## src/rtl/clock_disp_pkg.sv

```systemverilog
// rtl/clock_disp_pkg.sv - segment codes, digit indices and field limits for the time display
package clock_disp_pkg;

  // Active-low segment patterns {g,f,e,d,c,b,a}
  localparam logic [6:0] SEG_0     = 7'b1000000;
  localparam logic [6:0] SEG_1     = 7'b1111001;
  localparam logic [6:0] SEG_2     = 7'b0100100;
  localparam logic [6:0] SEG_3     = 7'b0110000;
  localparam logic [6:0] SEG_4     = 7'b0011001;
  localparam logic [6:0] SEG_5     = 7'b0010010;
  localparam logic [6:0] SEG_6     = 7'b0000010;
  localparam logic [6:0] SEG_7     = 7'b1111000;
  localparam logic [6:0] SEG_8     = 7'b0000000;
  localparam logic [6:0] SEG_9     = 7'b0010000;
  localparam logic [6:0] SEG_DASH  = 7'b0111111;
  localparam logic [6:0] SEG_BLANK = 7'b1111111;

  // Scan order: the pointer value doubles as the an_n bit index
  localparam logic [2:0] DIG_SEC_U = 3'd0;
  localparam logic [2:0] DIG_SEC_T = 3'd1;
  localparam logic [2:0] DIG_MIN_U = 3'd2;
  localparam logic [2:0] DIG_MIN_T = 3'd3;
  localparam logic [2:0] DIG_HR_U  = 3'd4;
  localparam logic [2:0] DIG_HR_T  = 3'd5;

  // Largest legal value of each field
  localparam logic [5:0] HR_MAX  = 6'd23;
  localparam logic [5:0] MIN_MAX = 6'd59;
  localparam logic [5:0] SEC_MAX = 6'd59;

  // BCD digit to segment pattern; non-decimal codes show nothing
  function automatic logic [6:0] seg_encode(input logic [3:0] digit);
    case (digit)
      4'd0:    return SEG_0;
      4'd1:    return SEG_1;
      4'd2:    return SEG_2;
      4'd3:    return SEG_3;
      4'd4:    return SEG_4;
      4'd5:    return SEG_5;
      4'd6:    return SEG_6;
      4'd7:    return SEG_7;
      4'd8:    return SEG_8;
      4'd9:    return SEG_9;
      default: return SEG_BLANK;
    endcase
  endfunction

endpackage

```

## src/rtl/bin2bcd_2dig.sv

```systemverilog
// rtl/bin2bcd_2dig.sv - combinational 0..63 binary to two BCD digits with range flag
module bin2bcd_2dig (
  input  logic [5:0] value,
  input  logic [5:0] max_val,
  output logic [3:0] tens,
  output logic [3:0] units,
  output logic       valid
);

  // Divide by a constant; 63/10 fits comfortably in four bits
  assign tens  = 4'(value / 6'd10);
  assign units = 4'(value % 6'd10);
  assign valid = (value <= max_val);

endmodule

```

## src/rtl/clock_display_driver.sv

```systemverilog
// rtl/clock_display_driver.sv - 6-digit multiplexed 7-segment driver for HH.MM.SS
module clock_display_driver
  import clock_disp_pkg::*;
#(
  parameter int SCAN_DIV   = 50000,
  parameter bit LEAD_BLANK = 1'b0
) (
  input  logic       clk,
  input  logic       reset,
  input  logic [4:0] in_hour,
  input  logic [5:0] in_min,
  input  logic [5:0] in_sec,
  output logic [6:0] seg_n,
  output logic       dp_n,
  output logic [5:0] an_n
);

  localparam int               PRE_W    = (SCAN_DIV > 1) ? $clog2(SCAN_DIV) : 1;
  localparam logic [PRE_W-1:0] PRE_LAST = PRE_W'(SCAN_DIV - 1);

  logic [PRE_W-1:0] pre_cnt;
  logic             tick;
  logic [2:0]       dig_ptr;
  logic [4:0]       snap_hour;
  logic [5:0]       snap_min;
  logic [5:0]       snap_sec;

  logic [3:0] hr_t, hr_u, min_t, min_u, sec_t, sec_u;
  logic       hr_ok, min_ok, sec_ok;

  logic [6:0] seg_next;
  logic       dp_next;
  logic [5:0] an_next;

  assign tick = (pre_cnt == PRE_LAST);

  // Prescaler sets how long each digit stays lit
  always_ff @(posedge clk or posedge reset) begin
    if (reset)     pre_cnt <= '0;
    else if (tick) pre_cnt <= '0;
    else           pre_cnt <= pre_cnt + PRE_W'(1);
  end

  // Digit pointer walks sec units up to hour tens, then wraps
  always_ff @(posedge clk or posedge reset) begin
    if (reset)     dig_ptr <= DIG_SEC_U;
    else if (tick) dig_ptr <= (dig_ptr == DIG_HR_T) ? DIG_SEC_U : dig_ptr + 3'd1;
  end

  // Capture all three fields at once at the frame boundary so a counter carry cannot tear the frame
  always_ff @(posedge clk or posedge reset) begin
    if (reset) begin
      snap_hour <= '0;
      snap_min  <= '0;
      snap_sec  <= '0;
    end else if (tick && (dig_ptr == DIG_HR_T)) begin
      snap_hour <= in_hour;
      snap_min  <= in_min;
      snap_sec  <= in_sec;
    end
  end

  bin2bcd_2dig u_hr (
    .value   ({1'b0, snap_hour}),
    .max_val (HR_MAX),
    .tens    (hr_t),
    .units   (hr_u),
    .valid   (hr_ok)
  );

  bin2bcd_2dig u_min (
    .value   (snap_min),
    .max_val (MIN_MAX),
    .tens    (min_t),
    .units   (min_u),
    .valid   (min_ok)
  );

  bin2bcd_2dig u_sec (
    .value   (snap_sec),
    .max_val (SEC_MAX),
    .tens    (sec_t),
    .units   (sec_u),
    .valid   (sec_ok)
  );

  // Pick the pattern for the digit under the pointer; invalid fields show dashes
  always_comb begin
    seg_next = SEG_BLANK;
    case (dig_ptr)
      DIG_SEC_U: seg_next = sec_ok ? seg_encode(sec_u) : SEG_DASH;
      DIG_SEC_T: seg_next = sec_ok ? seg_encode(sec_t) : SEG_DASH;
      DIG_MIN_U: seg_next = min_ok ? seg_encode(min_u) : SEG_DASH;
      DIG_MIN_T: seg_next = min_ok ? seg_encode(min_t) : SEG_DASH;
      DIG_HR_U:  seg_next = hr_ok  ? seg_encode(hr_u)  : SEG_DASH;
      DIG_HR_T: begin
        if (!hr_ok)                        seg_next = SEG_DASH;
        else if (LEAD_BLANK && hr_t == '0) seg_next = SEG_BLANK;
        else                               seg_next = seg_encode(hr_t);
      end
      default:   seg_next = SEG_BLANK;
    endcase
    // Colon dots sit after the hour and minute units and are lit on even seconds
    dp_next = !(((dig_ptr == DIG_HR_U) || (dig_ptr == DIG_MIN_U)) && !snap_sec[0]);
    an_next = ~(6'b000001 << dig_ptr);
  end

  // Register the pins so segment and anode changes line up on the same edge
  always_ff @(posedge clk or posedge reset) begin
    if (reset) begin
      seg_n <= SEG_BLANK;
      dp_n  <= 1'b1;
      an_n  <= 6'b111111;
    end else begin
      seg_n <= seg_next;
      dp_n  <= dp_next;
      an_n  <= an_next;
    end
  end

endmodule

```

## config.mk

```make
export PLATFORM = sky130hd
export DESIGN_NAME = clock_display_driver
export DESIGN_NICKNAME = d
export VERILOG_FILES = /design/src/rtl/clock_disp_pkg.sv /design/src/rtl/bin2bcd_2dig.sv /design/src/rtl/clock_display_driver.sv
export SDC_FILE = /design/constraint.sdc
export NUM_CORES = 1
export LEC_CHECK = 0
export BUFFER_PORTS_ARGS = -buffer_cell sky130_fd_sc_hd__buf_2
export CORE_ASPECT_RATIO = 0.7
export CORE_MARGIN = 2
export CORE_UTILIZATION = 50
export DETAILED_ROUTE_END_ITERATION = 8
export PLACE_DENSITY = 0.65
export SLEW_MARGIN = 10
export SYNTH_ARGS = -nofsm -noshare
export SYNTH_HDL_FRONTEND = slang
export SYNTH_HIERARCHICAL = 1
export SYNTH_SLANG_ARGS = --single-unit
```

## constraint.sdc

```tcl
create_clock -name clk -period 3.69 [get_ports clk]
set_input_delay 0.369 -clock clk [delete_from_list [all_inputs] [get_ports clk]]
set_output_delay 0.369 -clock clk [all_outputs]
set_load 0.005 [all_outputs]
```

==> results of run 1 <==
## power groups by stage
stage	Sequential, mW	Clock [mW]	Combinational, mW
floorplan	0.560	0	0.0768
global placement	0.560	0	0.0999
detailed placement	0.560	0	0.102
CTS	0.550	0.523	0.103
global route	0.550	0.546	0.124
finish	0.550	0.512	0.106
## path summary, 6_finish.rpt
check | start | to | slack, ns
min | reset | pre_cnt[1]$_DFF_PP0_ | 0.23
max reg2reg | snap_min[5]$_DFFE_PP0P_ | seg_n[2]$_DFF_PP1_ | 0.44
max in group asynchronous | reset | dig_ptr[1]$_DFFE_PP0N_ | 2.94
min reg2reg | pre_cnt[15]$_DFF_PP0_ | pre_cnt[15]$_DFF_PP0_ | 0.49
max | snap_min[5]$_DFFE_PP0P_ | seg_n[2]$_DFF_PP1_ | 0.44
min in group clk | in_hour[0] | snap_hour[0]$_DFFE_PP0P_ | 0.28
## routing by layer
layer / up-vias / global-route usage / part of all wire
met5: - / 0 / 0
met4: 0 / 0.0486 / 0.0094
met3: 14 / 0.0425 / 0.064
met2: 125 / 0.329 / 0.42
met1: 2036 / 0.344 / 0.51
li1: 2129 / - / -
## flip-flops by register name, indices dropped and copies added (netlist names)
name	count
snap_min	6
seg_n	7
an_n	6
dig_ptr	3
pre_cnt	16
dp_n	1
snap_sec	6
snap_hour	5
## logic make-up after synthesis
logic type      Yosys count  share of synthesized area
mux                      29                     0.0727
compound gates          164                      0.210
flops                    50                      0.256
fa+ha+maj                53                      0.134
simple gates            191                      0.218
other cells               5                    0.00379
xor+xnor                 17                     0.0300
buf+inv                  83                     0.0755
## through the flow
stage	hold WS, ns	instance area [sq um]	worst slack (ns)
2_1_floorplan	0.445	5040	0.986
3_3_place_gp	0.463	5200	0.650
3_5_place_dp	0.474	5200	0.518
4_1_cts	0.280	5360	0.499
5_1_grt	0.285	5360	0.0613
6_report	0.228	5360	0.441
## critical path, stage by stage, from the launching register on
cell and delay, ns:
dfrtp_1 0.48, nor2b_1 0.34, nand2_1 0.14, a21oi_1 0.14, a31oi_1 0.06, ha_1 0.32, o21ai_0 0.86, nand2b_1 0.19
mux2_2 0.14, a21oi_1 0.07, nor4_1 0.31, nand2_1 0.12
## cells in the final DEF, fill, tap and decap left out, types with 7 or more instances in the layout
master    count
o21ai_0      54
ha_1         53
inv_1        49
nand2_1      43
a21oi_1      36
dfrtp_1      36
buf_2        32
nor2_1       30
conb_1       29
nand2b_1     26
nor2b_1      26
dfstp_2      14
a31oi_1      13
nand3_1      13
xnor2_1      13
mux2_4       11
and3_1       10
nor3_1        9
mux2_2        9
a211oi_1      7
## cell type report
type                    count  area [sq um]  area share
repair buffers             35           183      0.0341
clock buffers               5           125      0.0234
multi-input cells         483          3400       0.635
clock inverters             3          28.8     0.00537
flip-flops and latches     50          1270       0.237
well taps                 128           160      0.0299
inverters                  50           189      0.0353
==> results.yml, run 1 <==
cells_and_area:
  area_growth_pct: 8.11
  layout-drive-gt1-share: 0.139
  n_fill_cell: 863
  fin_cells: 754
  layout.nets: 697
  diodes: 0
  postLayoutCoreUtil: 0.553
power_and_ir_drop:
  power_leakage_nw: 2.48
  p_total_mw: 1.17
  comb_power_share: 0.091
  p_seq_frac: 0.471
  switching_share: 0.272
  ir_drop_uv: 153
  p_per_area_mw_per_mm2: 218
  pwr-share-clk: 0.438
  netSwitchingPower_uw: 318
  intPower_uw: 850
timing:
  setup_violations: 0
  report.final.slew_viol_count: 0
  hold_viol: 0
  slew-limit-headroom: 0.269
  clock_skew_ns: 0.00760
  finalSetupTns_ns: 0
  min_period_ns: 3.25
  worst_pin_slew_ns: 1.08
  fin_crit_sh: 0.880
  rsz0062_at_grt: "no"
  timing.fmax_mhz: 308
critical_path:
  critPathLaunchType: "flop"
  worstPathMaxFanout: 11
  worstPathRequired_ns: 3.92
  crit_type: "reg -> reg"
  critPathCaptureType: "flop"
  arrival_ns: 3.47
  reg2regPathDepth: 11
global_routing:
  track_usage: 0.226
  grt_max_degree: 51
  grt_first_pass_wirelength_mm: 19.3
  overflow: 0
  grt_pass1_vias: 3962
  antenna_found_initial: 0
routing:
  drt.antenna.violating_nets: 0
  wire_per_inst_microns: 15.3
  dr_total_vias: 4304
  drt-initial-drc-count: 309
  dr.pass1.iters: 5
  avgViaCountPerCell: 5.71
  wl_mm: 11.5
  drc: 0
place:
  gp_congestion: 0.889
  port_buffers: 32
  dp_cells: 746
  hpwl_mm: 8.51
logic_synthesis:
  ys_ff_latch: 50
  synthTopCellsByCount: "o21ai_0 (54), ha_1 (53), inv_1 (50)"
  synth_area_leaders: "dfrtp_1 (18%), ha_1 (13%), dfstp_2 (7.4%)"
  seq_area_frac_synth: 0.256
  netlist_area_sq_mm: 0.00495
  yosys_most_used_dff: "dfrtp_1"
  yosysTopAreaCellShare: 0.182
  avgSynthCellArea_sq_um: 8.37
  ys_types: 67
  yosys_warnings: 6
  synth_largest_area_cell: "dfrtp_1"
  synth_edf_count: 0
  synth_most_common_cell: "o21ai_0"
  syn_inst: 592
  ys_async_sr_fraction: 1.00
die:
  rows: 30
  ioPinCount: 33
  die-area_sq_mm: 0.0107
  start_util: 0.512
  chipWidth_microns: 123
  die_y_microns: 87.3
  core_area_sq_mm: 0.00968
cts:
  cts_buffers: 5
  cts_num_sinks: 50
  cts_buffer_depth: 2
  htree_levels: 2
  cts.clk_slew.worst_paths_ns: 0.08
  clock_latency_ns: 0.31
  post_cts_buffers: 0
  cts_tree: "yes"
  ctsHoldBuffers: 0
  post_cts_resized: 0
  ctsRootBufferMaster: "clkbuf_16"
run:
  maxCapViolCount: 0
outcome:
  status: "completed"
hold_path:
  hp-class: "in -> async"
Power figures use the tool's default switching activity.
==> inputs of run 2 (changes only) <==
--- a/config.mk
+++ b/config.mk
@@ -9,6 +9,7 @@
 export CORE_ASPECT_RATIO = 0.7
 export CORE_MARGIN = 2
 export CORE_UTILIZATION = 50
+export CTS_CLUSTER_SIZE = 28
 export DETAILED_ROUTE_END_ITERATION = 8
 export PLACE_DENSITY = 0.65
 export SLEW_MARGIN = 10
==> constraint.sdc (replaced) <==
create_clock -name clk -period 3.2 [get_ports clk]
set_input_delay 0.32 -clock clk [delete_from_list [all_inputs] [get_ports clk]]
set_output_delay 0.32 -clock clk [all_outputs]
set_load 0.005 [all_outputs]
==> results.yml, run 2 (same netlist as run 1, synthesis figures left out) <==
critical_path:
  r2r_setup_slack_ns: 0.18
  crit_start: "snap_min[3]$_DFFE_PP0P_"
  rr_startpoint: "snap_min[3]$_DFFE_PP0P_"
  worstPathRequired_ns: 3.42
  critPathCaptureType: "flop"
  crit_type: "reg -> reg"
  critPathLaunchType: "flop"
  arrival_ns: 3.25
  worstPathMaxFanout: 9
die:
  chipWidth_microns: 123
  core_area_sq_mm: 0.00968
  rows: 30
  die_y_microns: 87.3
  ioPinCount: 33
  die-area_sq_mm: 0.0107
  start_util: 0.512
cells_and_area:
  largest_register_ffs: 16
  reg.largest.list: "pre_cnt: 16 flops, seg_n: 7 flops"
  diodes: 0
  final_cell_mix: "ha_1 (53), o21ai_0 (52), inv_1 (49), nand2_1 (43), a21oi_1 (36)"
  design_area_sq_mm: 0.00546
  postLayoutCoreUtil: 0.564
  regMostFlops: "pre_cnt"
  mostFrequentLayoutCell: "ha_1"
  fin_cells: 766
  area_growth_pct: 10.2
  layout.nets: 709
  layout-drive-gt1-share: 0.165
cts:
  clock_latency_ns: 0.31
  htree_levels: 2
  cts.clk_slew.worst_paths_ns: 0.08
  ctsHoldBuffers: 0
  cts_buffers: 5
  cts_num_sinks: 50
  post_cts_buffers: 0
  cts_tree: "yes"
  ctsRootBufferMaster: "clkbuf_16"
  cts_buffer_depth: 2
place:
  place_area_sq_mm: 0.00529
  hpwl_mm: 8.83
  gp_congestion: 0.949
  dp_cells: 758
  port_buffers: 32
  place_ws_ns: 0.0206
global_routing:
  grt_first_pass_wirelength_mm: 19.1
  antenna_found_initial: 1
  grt_pass1_vias: 3945
  track_usage: 0.226
  grt_max_degree: 51
  overflow: 0
timing:
  setup_violations: 0
  min_period_ns: 3.02
  clock_skew_ns: 0.0130
  hold_viol: 0
  rsz0062_at_grt: "no"
  timing.fmax_mhz: 331
  layout_setup_ws_ns: 0.176
  slew-limit-headroom: 0.406
  fin_crit_sh: 0.945
  finalSetupTns_ns: 0
  worst_pin_slew_ns: 0.887
  worst_hold_slack_ns: 0.165
  report.final.slew_viol_count: 0
routing:
  wl_mm: 11.7
  drt.antenna.violating_nets: 0
  drt-initial-drc-count: 314
  wire_per_inst_microns: 15.3
  dr.pass1.iters: 7
  drc: 0
  avgViaCountPerCell: 5.69
  dr_total_vias: 4360
run:
  maxCapViolCount: 0
power_and_ir_drop:
  p_per_area_mw_per_mm2: 245
  ir_drop_uv: 191
  power_leakage_nw: 2.54
  p_total_mw: 1.34
outcome:
  status: "completed"
hold_path:
  hp-class: "in -> async"
run 2: cell types whose count changed in the layout (fill, tap and decap cells not counted), sizes merged:
cell,change
buf,+12
clkinv,+1
inv,-1
run 2: layout make-up:
cell class | count | area (sq um)
clock inverter | 3 | 28.8
multi-input combinational | 483 | 3410
fill | 899 | 4230
timing repair buffer | 47 | 273
clock buffer | 5 | 125
sequential | 50 | 1270
tap | 128 | 160
inverter | 50 | 189
run 2: what timing repair did:
item,4_1_cts,5_1_grt
gates resized for setup,1,8
endpoints found under the setup margin,1,6
gates cloned,0,0
run 2: report_power, final:
group | internal (mW) | total, mW | leakage [nW] | switching, mW
clock | 0.299 | 0.580 | 0.0759 | 0.280
combinational | 0.0489 | 0.126 | 1.84 | 0.0768
sequential | 0.634 | 0.634 | 0.630 | 0.000387
run 2: worst paths after layout:
kind	endpoint	depth (start not counted)
worst min register to register	pre_cnt[15]$_DFF_PP0_	1
worst max-delay path	seg_n[4]$_DFF_PP1_	13
worst min-delay path	pre_cnt[2]$_DFF_PP0_	2
worst max register to register	seg_n[4]$_DFF_PP1_	13
max in group asynchronous	snap_min[3]$_DFFE_PP0P_	2
min in group clk	snap_hour[0]$_DFFE_PP0P_	2
run 2: worst max-delay path: stages (launching register included):
cell       delay [ns]
dfrtp_2          0.46
nand2b_1         0.29
nand2_1          0.11
a31oi_1          0.19
ha_1             0.24
inv_1            0.07
a31oi_1          0.17
a21oi_1          0.05
a221o_2          0.40
nand2b_1         0.21
o21ai_0          0.21
a31oi_1          0.06
a211oi_1         0.30
o2111ai_1        0.17
run 2: routing by layer:
| layer | wire length (microns) | GRT usage | share of wire |
|---|---|---|---|
| met1 | 5770 | 0.340 | 0.49 |
| met2 | 4960 | 0.324 | 0.42 |
| met3 | 754 | 0.0432 | 0.064 |
| met4 | 200 | 0.0702 | 0.017 |
| met5 | 13 | 0 | 0.0011 |
==> inputs of run 3 (changes only) <==
--- a/config.mk
+++ b/config.mk
@@ -5,13 +5,14 @@
 export SDC_FILE = /design/constraint.sdc
 export NUM_CORES = 1
 export LEC_CHECK = 0
-export BUFFER_PORTS_ARGS = -buffer_cell sky130_fd_sc_hd__buf_2
+export BUFFER_PORTS_ARGS = -buffer_cell sky130_fd_sc_hd__buf_4
 export CORE_ASPECT_RATIO = 0.7
 export CORE_MARGIN = 2
 export CORE_UTILIZATION = 50
 export CTS_CLUSTER_SIZE = 28
 export DETAILED_ROUTE_END_ITERATION = 8
 export PLACE_DENSITY = 0.65
+export REMOVE_ABC_BUFFERS = 1
 export SLEW_MARGIN = 10
 export SYNTH_ARGS = -nofsm -noshare
 export SYNTH_HDL_FRONTEND = slang
==> results.yml, run 3 (same netlist as run 1, synthesis figures left out) <==
routing:
  drc: 0
  drt.antenna.violating_nets: 0
  wire_per_inst_microns: 14.9
  avgViaCountPerCell: 5.62
  dr_total_vias: 4322
  wl_mm: 11.4
  dr.pass1.iters: 5
  drt-initial-drc-count: 412
cells_and_area:
  n_fill_cell: 894
  fin_cells: 769
  largest_register_ffs: 16
  reg.largest.list: "pre_cnt: 16 flops, seg_n: 7 flops"
  layout.nets: 712
  regMostFlops: "pre_cnt"
  final_cell_mix: "ha_1 (53), o21ai_0 (52), buf_4 (50), inv_1 (49), nand2_1 (43)"
  postLayoutCoreUtil: 0.574
  layout-drive-gt1-share: 0.173
  area_growth_pct: 12.1
  mostFrequentLayoutCell: "ha_1"
  diodes: 0
  design_area_sq_mm: 0.00556
outcome:
  status: "completed"
hold_path:
  holdPathStages: 2
  hp-class: "in -> reg"
cts:
  cts_buffers: 5
  cts_tree: "yes"
  cts.clk_slew.worst_paths_ns: 0.08
  cts_num_sinks: 50
  ctsHoldBuffers: 0
  clock_latency_ns: 0.30
  ctsRootBufferMaster: "clkbuf_16"
  htree_levels: 2
  cts_buffer_depth: 2
die:
  rows: 30
  ioPinCount: 33
  chipWidth_microns: 123
  start_util: 0.512
  core_area_sq_mm: 0.00968
  die-area_sq_mm: 0.0107
  die_y_microns: 87.3
timing:
  layout_setup_ws_ns: 0.202
  worst_pin_slew_ns: 1.08
  fin_crit_sh: 0.937
  slew-limit-headroom: 0.280
  clock_skew_ns: 0.00441
  min_period_ns: 3.00
  setup_violations: 0
  worst_hold_slack_ns: 0.241
  report.final.slew_viol_count: 0
  timing.fmax_mhz: 334
  finalSetupTns_ns: 0
  hold_viol: 0
  rsz0062_at_grt: "no"
global_routing:
  antenna_found_initial: 0
  track_usage: 0.223
  grt_pass1_vias: 3944
  grt_max_degree: 48
  overflow: 0
  grt_first_pass_wirelength_mm: 19.0
place:
  dp_cells: 758
  gp_congestion: 0.898
  hpwl_mm: 8.48
  place_ws_ns: 0.0959
  place_area_sq_mm: 0.00537
  port_buffers: 32
critical_path:
  reg2regPathDepth: 14
  worstPathMaxFanout: 9
  worstPathRequired_ns: 3.41
  arrival_ns: 3.21
  crit_type: "reg -> reg"
  critPathCaptureType: "flop"
  critPathLaunchType: "flop"
power_and_ir_drop:
  p_per_area_mw_per_mm2: 240
  ir_drop_uv: 210
  power_leakage_nw: 2.57
  p_total_mw: 1.33
run:
  maxCapViolCount: 0
[run 3: final timing paths]
check,from,endpoint,slack (ns)
max in group asynchronous,reset,dp_n$_DFF_PP1_,2.14
hold reg to reg,pre_cnt[15]$_DFF_PP0_,pre_cnt[15]$_DFF_PP0_,0.48
min in group asynchronous,reset,pre_cnt[3]$_DFF_PP0_,0.29
hold / removal,in_hour[0],snap_hour[0]$_DFFE_PP0P_,0.24
setup reg to reg,snap_hour[3]$_DFFE_PP0P_,seg_n[5]$_DFF_PP1_,0.20
setup / recovery,snap_hour[3]$_DFFE_PP0P_,seg_n[5]$_DFF_PP1_,0.20
[run 3: layer usage]
layer	global-route usage	wire length, microns	vias to the layer above
met1	0.331	5750	2007
met5	0	0	-
met2	0.331	4800	144
li1	-	-	2164
met3	0.0504	765	7
met4	0.0486	107	0
[run 3: report_power, final]
part	switching [mW]	internal, mW
sequential	0.000613	0.634
combinational	0.0765	0.0572
clock	0.271	0.294
total	0.348	0.984
[run 3: critical path, stage by stage (launching register included)]
cell	delay, ns
dfrtp_2	0.48
nand3b_1	0.15
a21oi_1	0.08
a31oi_1	0.16
ha_1	0.23
inv_1	0.07
a31oi_1	0.16
a21oi_1	0.06
a221o_2	0.37
buf_4	0.17
nand2b_1	0.17
nor2_1	0.12
o21ai_0	0.14
a221oi_1	0.42
o31ai_1	0.13
[run 3: area by class of cell]
cell class              count  area [sq um]  share of cell area
clock buffers               5           125              0.0225
clock inverters             3          23.8             0.00428
flip-flops and latches     50          1280               0.230
multi-input cells         483          3410               0.613
repair buffers             50           375              0.0676
well taps                 128           160              0.0288
inverters                  50           188              0.0338
[run 3: repair_timing]
item                       in CTS  in global routing
setup endpoints to repair       0                  7
buffers inserted                0                  3
gates resized for setup         0                 12
